**config.mk**
```make
export PLATFORM = sky130hd
export DESIGN_NAME = sd_cmd_xcvr
export DESIGN_NICKNAME = d
export VERILOG_FILES = /design/src/rtl/sd_cmd_xcvr.sv
export SDC_FILE = /design/constraint.sdc
export NUM_CORES = 1
export LEC_CHECK = 0
export ABC_CLOCK_PERIOD_IN_PS = 2300
export CAP_MARGIN = 20
export CORE_ASPECT_RATIO = 0.75
export CORE_MARGIN = 4
export CORE_UTILIZATION = 54
export DETAILED_ROUTE_END_ITERATION = 8
export GPL_TIMING_DRIVEN = 1
export PLACE_DENSITY = 0.9
export SYNTH_ARGS = -nofsm -noshare
export SYNTH_HDL_FRONTEND = slang
export SYNTH_SLANG_ARGS = --single-unit
```
**constraint.sdc**
```tcl
create_clock -name clk -period 2.3 [get_ports clk]
set_input_delay 0.69 -clock clk [delete_from_list [all_inputs] [get_ports clk]]
set_output_delay 0.69 -clock clk [all_outputs]
set_load 0.03 [all_outputs]
```
**src/rtl/sd_cmd_xcvr.sv**
```systemverilog
// SD CMD line transceiver: sends a 48-bit command frame with CRC7, waits for the
// response start bit and delivers 48- or 136-bit responses as numbered bytes.
//
// state | meaning
// ------+--------------------------------------------------------------
// IDLE  | waiting for start; sdclken ignored
// TX    | shifting out start, dir, index, argument, CRC7, end bit
// NCR   | line released, counting down strobes until a response start bit
// RX    | shifting response bits into CMDSI, checking CRC7
// FIN   | one-cycle completion, tcvcptdone asserted on exit
module sd_cmd_xcvr #(
    parameter int         NCR_MAX  = 64,
    parameter logic [6:0] CRC_POLY = 7'h09
) (
    input  logic        clk,
    input  logic        reset,
    input  logic        start,
    input  logic [5:0]  CMDIDX,
    input  logic [31:0] CMDARG,
    input  logic [1:0]  rsptype,
    input  logic        crcchk,
    input  logic        sdclken,
    input  logic        cmdin,
    output logic        cmdout,
    output logic        cmdoe,
    output logic        busy,
    output logic [7:0]  CMDSI,
    output logic [4:0]  PTCMDPNTR,
    output logic        sbdone,
    output logic        tcvcptdone,
    output logic        rsptout,
    output logic        crcerr
);

    localparam logic [2:0] S_IDLE = 3'd0;
    localparam logic [2:0] S_TX   = 3'd1;
    localparam logic [2:0] S_NCR  = 3'd2;
    localparam logic [2:0] S_RX   = 3'd3;
    localparam logic [2:0] S_FIN  = 3'd4;

    localparam int NCR_W = $clog2(NCR_MAX + 1);

    logic [2:0]       state;
    logic [1:0]       rtype;
    logic             chk;
    logic [39:0]      tx_sr;
    logic [6:0]       crc;
    logic [7:0]       bit_cnt;
    logic [NCR_W-1:0] ncr_cnt;

    logic long_rsp, rx_strobe, in_crc, in_cmp, last_bit;

    function automatic logic [6:0] crc_step(input logic [6:0] c, input logic b);
        logic fb;
        fb = b ^ c[6];
        return {c[5:0], 1'b0} ^ (fb ? CRC_POLY : 7'h00);
    endfunction

    assign busy     = (state != S_IDLE);
    assign long_rsp = (rtype == 2'd2);
    // The start bit seen in NCR is processed as response bit 0.
    assign rx_strobe = sdclken && ((state == S_RX) || ((state == S_NCR) && !cmdin));

    always_comb begin
        in_crc   = 1'b0;
        in_cmp   = 1'b0;
        last_bit = 1'b0;
        if (long_rsp) begin
            in_crc   = (bit_cnt >= 8'd8) && (bit_cnt <= 8'd127);
            in_cmp   = (bit_cnt >= 8'd128) && (bit_cnt <= 8'd134);
            last_bit = (bit_cnt == 8'd135);
        end else begin
            in_crc   = (bit_cnt <= 8'd39);
            in_cmp   = (bit_cnt >= 8'd40) && (bit_cnt <= 8'd46);
            last_bit = (bit_cnt == 8'd47);
        end
    end

    always_ff @(posedge clk) begin
        if (reset) begin
            state      <= S_IDLE;
            cmdout     <= 1'b1;
            cmdoe      <= 1'b0;
            CMDSI      <= 8'h00;
            PTCMDPNTR  <= 5'd0;
            sbdone     <= 1'b0;
            tcvcptdone <= 1'b0;
            rsptout    <= 1'b0;
            crcerr     <= 1'b0;
            rtype      <= 2'd0;
            chk        <= 1'b0;
            tx_sr      <= 40'd0;
            crc        <= 7'd0;
            bit_cnt    <= 8'd0;
            ncr_cnt    <= '0;
        end else begin
            sbdone     <= 1'b0;
            tcvcptdone <= 1'b0;

            if (rx_strobe) begin
                CMDSI <= {CMDSI[6:0], cmdin};
                if (in_crc) begin
                    crc <= crc_step(crc, cmdin);
                end else if (in_cmp) begin
                    crc <= {crc[5:0], 1'b0};
                    if (chk && (cmdin != crc[6])) crcerr <= 1'b1;
                end
                if (bit_cnt[2:0] == 3'd7) begin
                    sbdone <= 1'b1;
                    if (PTCMDPNTR != 5'd17) PTCMDPNTR <= PTCMDPNTR + 5'd1;
                end
                if (last_bit) begin
                    state <= S_FIN;
                end else begin
                    state   <= S_RX;
                    bit_cnt <= bit_cnt + 8'd1;
                end
            end

            case (state)
                S_IDLE: begin
                    if (start) begin
                        rtype     <= rsptype;
                        chk       <= crcchk;
                        tx_sr     <= {2'b01, CMDIDX, CMDARG};
                        crc       <= 7'd0;
                        bit_cnt   <= 8'd0;
                        PTCMDPNTR <= 5'd0;
                        rsptout   <= 1'b0;
                        crcerr    <= 1'b0;
                        state     <= S_TX;
                    end
                end
                S_TX: begin
                    if (sdclken) begin
                        cmdoe   <= 1'b1;
                        bit_cnt <= bit_cnt + 8'd1;
                        if (bit_cnt < 8'd40) begin
                            cmdout <= tx_sr[39];
                            tx_sr  <= {tx_sr[38:0], 1'b0};
                            crc    <= crc_step(crc, tx_sr[39]);
                        end else if (bit_cnt < 8'd47) begin
                            cmdout <= crc[6];
                            crc    <= {crc[5:0], 1'b0};
                        end else if (bit_cnt == 8'd47) begin
                            cmdout <= 1'b1;
                        end else begin
                            // Strobe after the end bit: release the line.
                            cmdout  <= 1'b1;
                            cmdoe   <= 1'b0;
                            bit_cnt <= 8'd0;
                            crc     <= 7'd0;
                            ncr_cnt <= NCR_W'(NCR_MAX);
                            state   <= (rtype == 2'd0) ? S_FIN : S_NCR;
                        end
                    end
                end
                S_NCR: begin
                    if (sdclken && cmdin) begin
                        if (ncr_cnt == NCR_W'(1)) begin
                            rsptout <= 1'b1;
                            state   <= S_FIN;
                        end else begin
                            ncr_cnt <= ncr_cnt - NCR_W'(1);
                        end
                    end
                end
                S_RX: ;
                S_FIN: begin
                    tcvcptdone <= 1'b1;
                    state      <= S_IDLE;
                end
                default: state <= S_IDLE;
            endcase
        end
    end

endmodule
```
==> results of run 1 <==
## area by class of cell
| cell class | count | area, um^2 |
|---|---|---|
| Inverter | 12 | 45.0 |
| Sequential cell | 87 | 1740 |
| Timing Repair Buffer | 99 | 925 |
| Tap cell | 101 | 126 |
| Clock buffer | 11 | 141 |
| Clock inverter | 4 | 56.3 |
| Multi-Input combinational cell | 390 | 2270 |
| Fill cell | 569 | 2160 |
## state kept, by name (all words and copies together) (netlist names)
name        flops
tx_sr          40
CMDSI           8
bit_cnt         8
crc             7
ncr_cnt         7
PTCMDPNTR       5
state           3
rtype           2
chk             1
cmdoe           1
cmdout          1
crcerr          1
rsptout         1
sbdone          1
tcvcptdone      1
## power by group
part / switching, mW / internal, mW
Sequential: 0.0466 / 1.59
Clock: 0.543 / 0.532
Combinational: 0.240 / 0.203
## per-layer routing
layer | wire (um) | track usage [%]
met1 | 4960 | 33.8
met2 | 5310 | 38.7
met3 | 725 | 6.30
met4 | 150 | 6.12
met5 | 0 | 0
## worst paths after layout
| check | slack, ns | cells past startpoint | start | to |
|---|---|---|---|---|
| hold reg to reg | 0.46 | 2 | crc[1] | crc[1] |
| setup reg to reg | 0.10 | 6 | bit_cnt[0] | crc[3] |
| hold / removal | 0.46 | 2 | crc[1] | crc[1] |
| setup / recovery | 0.06 | 1 | PTCMDPNTR[0] | PTCMDPNTR[0] |
## cell usage after synthesis, drive strengths merged, types with 4 or more instances
| cell | number |
|---|---|
| nand3 | 14 |
| buf | 15 |
| nor3 | 6 |
| ha | 7 |
| a21boi | 4 |
| nor4 | 4 |
| o21ai | 14 |
| a21o | 4 |
| mux2i | 4 |
| a211oi | 6 |
| nand2b | 7 |
| inv | 12 |
| a21oi | 23 |
| xor2 | 9 |
| or2 | 4 |
| nand4 | 4 |
| and3 | 4 |
| nand2 | 103 |
| dfxtp | 87 |
| clkbuf | 25 |
| nor2b | 5 |
| nor2 | 72 |
| a311oi | 41 |
## cell families (layout without fill, tap and decap cells)
logic type / Yosys count / after routing
simple gates: 246 / 246
buf+inv: 52 / 126
fa+ha+maj: 7 / 7
xor+xnor: 12 / 12
compound gates: 119 / 119
mux: 6 / 6
flops: 87 / 87
## stage by stage
stage,utilization [%],setup WS [ns],std cells,setup TNS (ns),power (mW)
finish,71.0,0.0649,704,0,3.15
global route,71.0,0.00133,704,0,3.30
CTS,70.9,0.0559,704,0,3.16
floorplan,-,0.229,529,0,1.92
global placement,68.3,-0.0754,689,-0.930,2.08
detailed placement,68.3,-0.176,689,-5.24,2.10
## what timing repair did
action                     CTS  global route
resized for setup            1             1
hold buffers                 0             0
setup endpoints to repair    1             1
==> results.toml, run 1 <==
[global_route]
grt_pass1_vias = 3898
grt_overflow_total = 0
grt_pass1_wl_um = 18500
antenna_found_initial = 0
grt_max_degree = 78
grt_use_total_pct = 24.6

[sta]
hold_viol_final = 0
fin_crit_ns = 2.24
setup_viol_count_final = 0
whs_ns = 0.463
max_freq_ghz = 0.447
rsz0062_at_grt = "false"
fin_skew_ns = 0.0124
drv_slew = 0
max_slew_margin_pct = 61.1
worstMarginPinSlew_ns = 0.576
final.period_utilization_pct = 97.2

[drt]
drc = 0
postRouteAntennaNets = 0
wire_per_inst_um = 15.8
viasPerCell = 5.92
num_vias = 4167
drtIter0Drc = 392
totalWireLength_um = 11100
first_pass_iters = 5

[synth]
ys_warn_count = 0
synth-compound-area-share_pct = 20.8
synth_nets = 582
netlist_area_um2 = 4210
synthFlopType = "dfxtp_1"
netlist.area_leader.share_pct = 41.4
synthDistinctLibCells = 62
synth_xor_xnor_area_share_pct = 2.50
muxShareOfSynthArea_pct = 1.49
ys_seq_area_share_pct = 41.4
synth.area.top_cells = "dfxtp_1, nand2_1, a311oi_1"
synth_cells = 529
syn_avg_cell_area_um2 = 7.96
synth_top_family_by_area = "simple AND/OR/NAND/NOR gates"
ys_seq_elements = 87
async_flop_share_pct = 0
post-synth-top-area-cell = "dfxtp_1"
synth-edff-count = 0
synth-simple-area-share_pct = 26.6
synthAdderAreaFrac_pct = 2.08

[critical_path]
cp_max_fo = 5
required_ns = 1.61
cpLargestDelayFamily = "buffers and inverters"
cp.arrival_ns = 1.55
path_buf_inv = 1
max_stage_delay_ns = 0.73
crit_type = "reg -> out"
crit_slowest_cell = "clkdlybuf4s50_1"
cp-end-kind = "primary output"
path_cells = "clkdlybuf4s50_1"
cp-start-kind = "flop"

[layout]
antenna_cells = 0
nets = 652
drive_above_1_share_pct = 10.3
final_cell_area_um2 = 5300
final_common_cell = "nand2_1"
syn2layout_area_growth_pct = 26.0
final_cell_mix = "nand2_1, dfxtp_1, nor2_1, clkdlybuf4s50_1, a311oi_1"

[power_and_ir_drop]
peakVddDrop_v = 0.000446
leakage_nw = 1.96
power_density_nw_per_um2 = 594

[cts]
clock-sinks = 87
clkSlewWorstSetupHoldPaths_ns = 0.08
clockBufferDepth = 2
htree_levels = 3
clk-insertion-delay-late_ns = 0.36
cts_tree = "done"
cts_buffers = 9
postCtsSetupBuffers = 0
root_buffer = "clkbuf_8"

[hold_path]
min_path_type = "reg -> reg"

[die]
coreArea_um2 = 7470
io_pins = 66
fp-row-count = 27
initial_core_util_pct = 56.4
die_area_um2 = 9290
die_w_um = 110
die_h_um = 84.5

[place]
portBuffers = 65
gp_congestion = 0.889
dp_hpwl_um = 7880
place_area_um2 = 5100

[job]
drv_cap = 0

[outcome]
status = "finished, final reports clean"
Note: power is estimated with default switching activity, not from simulation.
==> run 2: changes to the inputs <==
==> constraint.sdc (replaced) <==
create_clock -name clk -period 2.3 [get_ports clk]
set_input_delay 0.69 -clock clk [delete_from_list [all_inputs] [get_ports clk]]
set_output_delay 0.69 -clock clk [all_outputs]
set_load 0.05 [all_outputs]
==> run 2 against run 1 <==
Combinational power is 0.9% lower; clock skew up 0.00078 ns; final cell count shrank 0.43%; setup slack worse by 0.0049 ns; total power up 7.3%; register-to-register slack improved by 0.10 ns; global-route usage fell by 0.88 points.
==> results.toml, run 2 (synthesis results as in run 1) <==
[critical_path]
max_stage_delay_ns = 0.82
cp.arrival_ns = 1.55
cp-end-kind = "primary output"
crit_slowest_cell = "clkdlybuf4s50_1"
cpLargestDelayFamily = "buffers and inverters"
cp_max_fo = 3
crit_type = "reg -> out"
path_buf_inv = 1
path_cells = "clkdlybuf4s50_1"
required_ns = 1.61
cp-start-kind = "flop"

[layout]
fin_cells = 701
syn2layout_area_growth_pct = 26.3
antenna_cells = 0
largest_reg_flops = 40
final_common_cell = "nand2_1"
reg.largest.list = "tx_sr: 40 flops, CMDSI: 8 flops, bit_cnt: 8 flops"
largest_register = "tx_sr"
fin_util_pct = 71.2
nets = 648
final_cell_mix = "nand2_1, dfxtp_1, nor2_1, clkdlybuf4s50_1, a311oi_1"
drive_above_1_share_pct = 10.5

[sta]
fin_crit_ns = 2.24
drv_slew = 0
fin_setup_tns_ns = 0
final.period_utilization_pct = 97.4
setup_viol_count_final = 0
worstMarginPinSlew_ns = 0.589
setup_ws_ns = 0.0600
max_freq_ghz = 0.446
hold_viol_final = 0
fin_skew_ns = 0.0132
rsz0062_at_grt = "false"
max_slew_margin_pct = 60.4

[drt]
num_vias = 4130
wire_per_inst_um = 15.3
viasPerCell = 5.89
drc = 0
postRouteAntennaNets = 0
first_pass_iters = 5
totalWireLength_um = 10700
drtIter0Drc = 321

[cts]
cts_tree = "done"
clk-insertion-delay-late_ns = 0.36
htree_levels = 3
cts_buffers = 9
postCtsSetupBuffers = 0
clockBufferDepth = 2
cts-hold-fix-buffers = 0
clock-sinks = 87
root_buffer = "clkbuf_8"
clkSlewWorstSetupHoldPaths_ns = 0.10

[hold_path]
min_path_type = "reg -> reg"

[global_route]
grt_max_degree = 78
grt_pass1_wl_um = 18000
grt_use_total_pct = 23.7
grt_pass1_vias = 3862
grt_overflow_total = 0
antenna_found_initial = 0

[place]
gp_congestion = 0.943
dp_hpwl_um = 7540
dp_slack_ns = -0.179
placed_cells = 685
portBuffers = 65

[die]
coreArea_um2 = 7470
initial_core_util_pct = 56.4
die_w_um = 110
die_area_um2 = 9290
fp-row-count = 27
io_pins = 66
die_h_um = 84.5

[job]
drv_cap = 0

[power_and_ir_drop]
leakage_nw = 2.06
total_power_mw = 3.38
peakVddDrop_v = 0.000397
power_density_nw_per_um2 = 636

[outcome]
status = "finished, final reports clean"
==> run 2: cell types whose count changed in the layout (fill, tap and decap cells not counted), sizes merged <==
cell	change
buf	-2
bufinv	+2
clkbuf	-2
clkdlybuf4s50	-8
clkinv	-3
clkinvlp	+1
dlygate4sd2	+1
dlymetal6s2s	+5
inv	+3
==> run 2: power by group <==
| part | internal, mW | switching (mW) | leakage [nW] |
|---|---|---|---|
| Combinational | 0.198 | 0.240 | 1.23 |
| Sequential | 1.59 | 0.0478 | 0.712 |
| Clock | 0.736 | 0.572 | 0.122 |
==> run 2: metal layers <==
layer | wire [um] | share of wire (%) | up-vias | GRT usage, %
li1 | - | - | 2003 | -
met1 | 4680 | 44 | 1921 | 32.6
met2 | 4990 | 47 | 178 | 36.7
met3 | 808 | 7.5 | 28 | 5.00
met4 | 232 | 2.2 | 0 | 8.61
met5 | 0 | 0 | - | 0
==> run 2: what timing repair did <==
item | in CTS | in global routing
gates resized for setup | 2 | 6
endpoints found under the setup margin | 2 | 6
gates cloned | 0 | 0
==> run 2: path summary, 6_finish.rpt <==
path,startpoint,end,slack (ns),cells after the start
setup / recovery,CMDSI[5],CMDSI[5],0.06,1
hold / removal,cmdoe,cmdoe,0.46,2
setup reg to reg,bit_cnt[7],bit_cnt[2],0.20,5
hold reg to reg,cmdoe,cmdoe,0.46,2
==> run 2: tightest hold or removal path, stage by stage, from the launching register on <==
cell	delay, ns
dfxtp_1	0.32
nand2_1	0.05
a21oi_1	0.05
==> run 2: area by class of cell <==
| cell class | count | area [um^2] |
|---|---|---|
| multi-input cells | 390 | 2270 |
| fillers | 543 | 2150 |
| flip-flops and latches | 87 | 1740 |
| repair buffers | 95 | 888 |
| clock inverters | 7 | 126 |
| well taps | 101 | 126 |
| clock buffers | 9 | 124 |
| inverters | 12 | 45.0 |
==> run 2: through the flow <==
step | area [um^2] | hold slack [ns]
floorplan | 4210 | 0.440
global placement | 5050 | 0.445
detailed placement | 5050 | 0.449
CTS | 5300 | 0.463
global route | 5320 | 0.503
finish | 5320 | 0.459
==> run 3: changes to the inputs <==
--- a/config.mk
+++ b/config.mk
@@ -11,8 +11,9 @@
 export CORE_MARGIN = 4
 export CORE_UTILIZATION = 54
 export DETAILED_ROUTE_END_ITERATION = 8
+export GPL_ROUTABILITY_DRIVEN = 0
 export GPL_TIMING_DRIVEN = 1
-export PLACE_DENSITY = 0.9
+export PLACE_DENSITY = 0.8
 export SYNTH_ARGS = -nofsm -noshare
 export SYNTH_HDL_FRONTEND = slang
 export SYNTH_SLANG_ARGS = --single-unit
==> run 3 against run 2 <==
Hold slack better by 0.0098 ns; non-clock buffer count up 6; cell area up 0.54%; sequential power about the same; sequential share of layout area down 0.15 points; critical endpoint is now PTCMDPNTR[4]; register-to-register slack about the same; largest cell class unchanged; critical path type unchanged.
==> results.toml, run 3 (synthesis results as in run 1) <==
[outcome]
status = "finished, final reports clean"

[die]
fp-row-count = 27
coreArea_um2 = 7470
die_area_um2 = 9290
initial_core_util_pct = 56.4
io_pins = 66
die_h_um = 84.5
die_w_um = 110

[sta]
max_slew_margin_pct = 59.6
whs_ns = 0.469
drv_slew = 0
hold_viol_final = 0
final.period_utilization_pct = 98.6
fin_setup_tns_ns = 0
fin_crit_ns = 2.27
setup_viol_count_final = 0
fin_skew_ns = 0.0107
worstMarginPinSlew_ns = 0.598
max_freq_ghz = 0.441
rsz0062_at_grt = "false"
setup_ws_ns = 0.0319

[critical_path]
path_cells = "clkdlybuf4s50_1"
crit_slowest_cell = "clkdlybuf4s50_1"
required_ns = 1.61
cp.arrival_ns = 1.58
cpLargestDelayFamily = "buffers and inverters"
cp-start-kind = "flop"
cp-end-kind = "primary output"
cp_max_fo = 3
path_buf_inv = 1
max_stage_delay_ns = 0.82
crit_type = "reg -> out"

[drt]
num_vias = 4050
top_layer = "met4"
totalWireLength_um = 10700
first_pass_iters = 7
postRouteAntennaNets = 0
met3_length_um = 750
wl_met2_um = 4950
viasPerCell = 5.73
wire_per_inst_um = 15.2
wl_met1_um = 4900
drtIter0Drc = 304
drc = 0

[global_route]
grt_pass1_wl_um = 17500
grt_pass1_vias = 3732
antenna_found_initial = 0
grt_max_degree = 39
grt_overflow_total = 0
grt_use_total_pct = 23.1

[layout]
largest_reg_flops = 40
fin_cells = 707
fin_util_pct = 71.6
drive_above_1_share_pct = 11.4
nets = 654
num-fill-cells = 578
final_cell_mix = "nand2_1, dfxtp_1, nor2_1, clkdlybuf4s50_1, a311oi_1"
final_cell_area_um2 = 5350
largest_register = "tx_sr"
syn2layout_area_growth_pct = 27.0
final_common_cell = "nand2_1"
antenna_cells = 0
reg.largest.list = "tx_sr: 40 flops, CMDSI: 8 flops, bit_cnt: 8 flops"

[cts]
cts-hold-fix-buffers = 0
root_buffer = "clkbuf_8"
clockBufferDepth = 2
htree_levels = 3
postCtsSetupBuffers = 0
clkSlewWorstSetupHoldPaths_ns = 0.09
clock-sinks = 87
cts_tree = "done"
cts_buffers = 9
clk-insertion-delay-late_ns = 0.37

[job]
drv_cap = 0

[power_and_ir_drop]
peakVddDrop_v = 0.000432
total_power_mw = 3.31
leakage_nw = 2.02
power_density_nw_per_um2 = 619

[place]
dp_slack_ns = -0.144
placed_cells = 691
dp_hpwl_um = 7500
portBuffers = 65
place_area_um2 = 5120

[hold_path]
min_path_type = "reg -> reg"
-- run 3: repair_timing --
item | in CTS | in global routing
cloned | 0 | 0
resized for setup | 4 | 2
endpoints found under the setup margin | 4 | 2
-- run 3: worst paths after layout --
check,start,to,slack (ns),cells past startpoint
setup / recovery,PTCMDPNTR[4],PTCMDPNTR[4],0.03,1
hold reg to reg,CMDSI[7],CMDSI[7],0.47,2
hold / removal,CMDSI[7],CMDSI[7],0.47,2
setup reg to reg,bit_cnt[3],crc[3],0.20,5
-- run 3: per-layer routing --
metal	global-route usage [%]	vias to the layer above
li1	-	2012
met1	31.4	1883
met2	35.8	141
met3	5.61	14
met4	7.93	0
met5	0	-
-- run 3: tightest hold or removal path, cell delays in order, from the launching register on --
cell,delay (ns)
dfxtp_1,0.32
nand2_1,0.06
a21oi_1,0.05
-- run 3: area by class of cell --
cell class / instances / area (um^2) / area share, %
flip-flops and latches: 87 / 1740 / 32.6
clock inverters: 7 / 101 / 1.90
well taps: 101 / 126 / 2.36
clock buffers: 9 / 124 / 2.32
repair buffers: 101 / 946 / 17.7
inverters: 12 / 45.0 / 0.842
multi-input cells: 390 / 2260 / 42.3
-- run 3: power by group --
part	switching (mW)	total, mW	internal [mW]
clock	0.586	1.21	0.625
combinational	0.241	0.461	0.220
sequential	0.0514	1.64	1.59
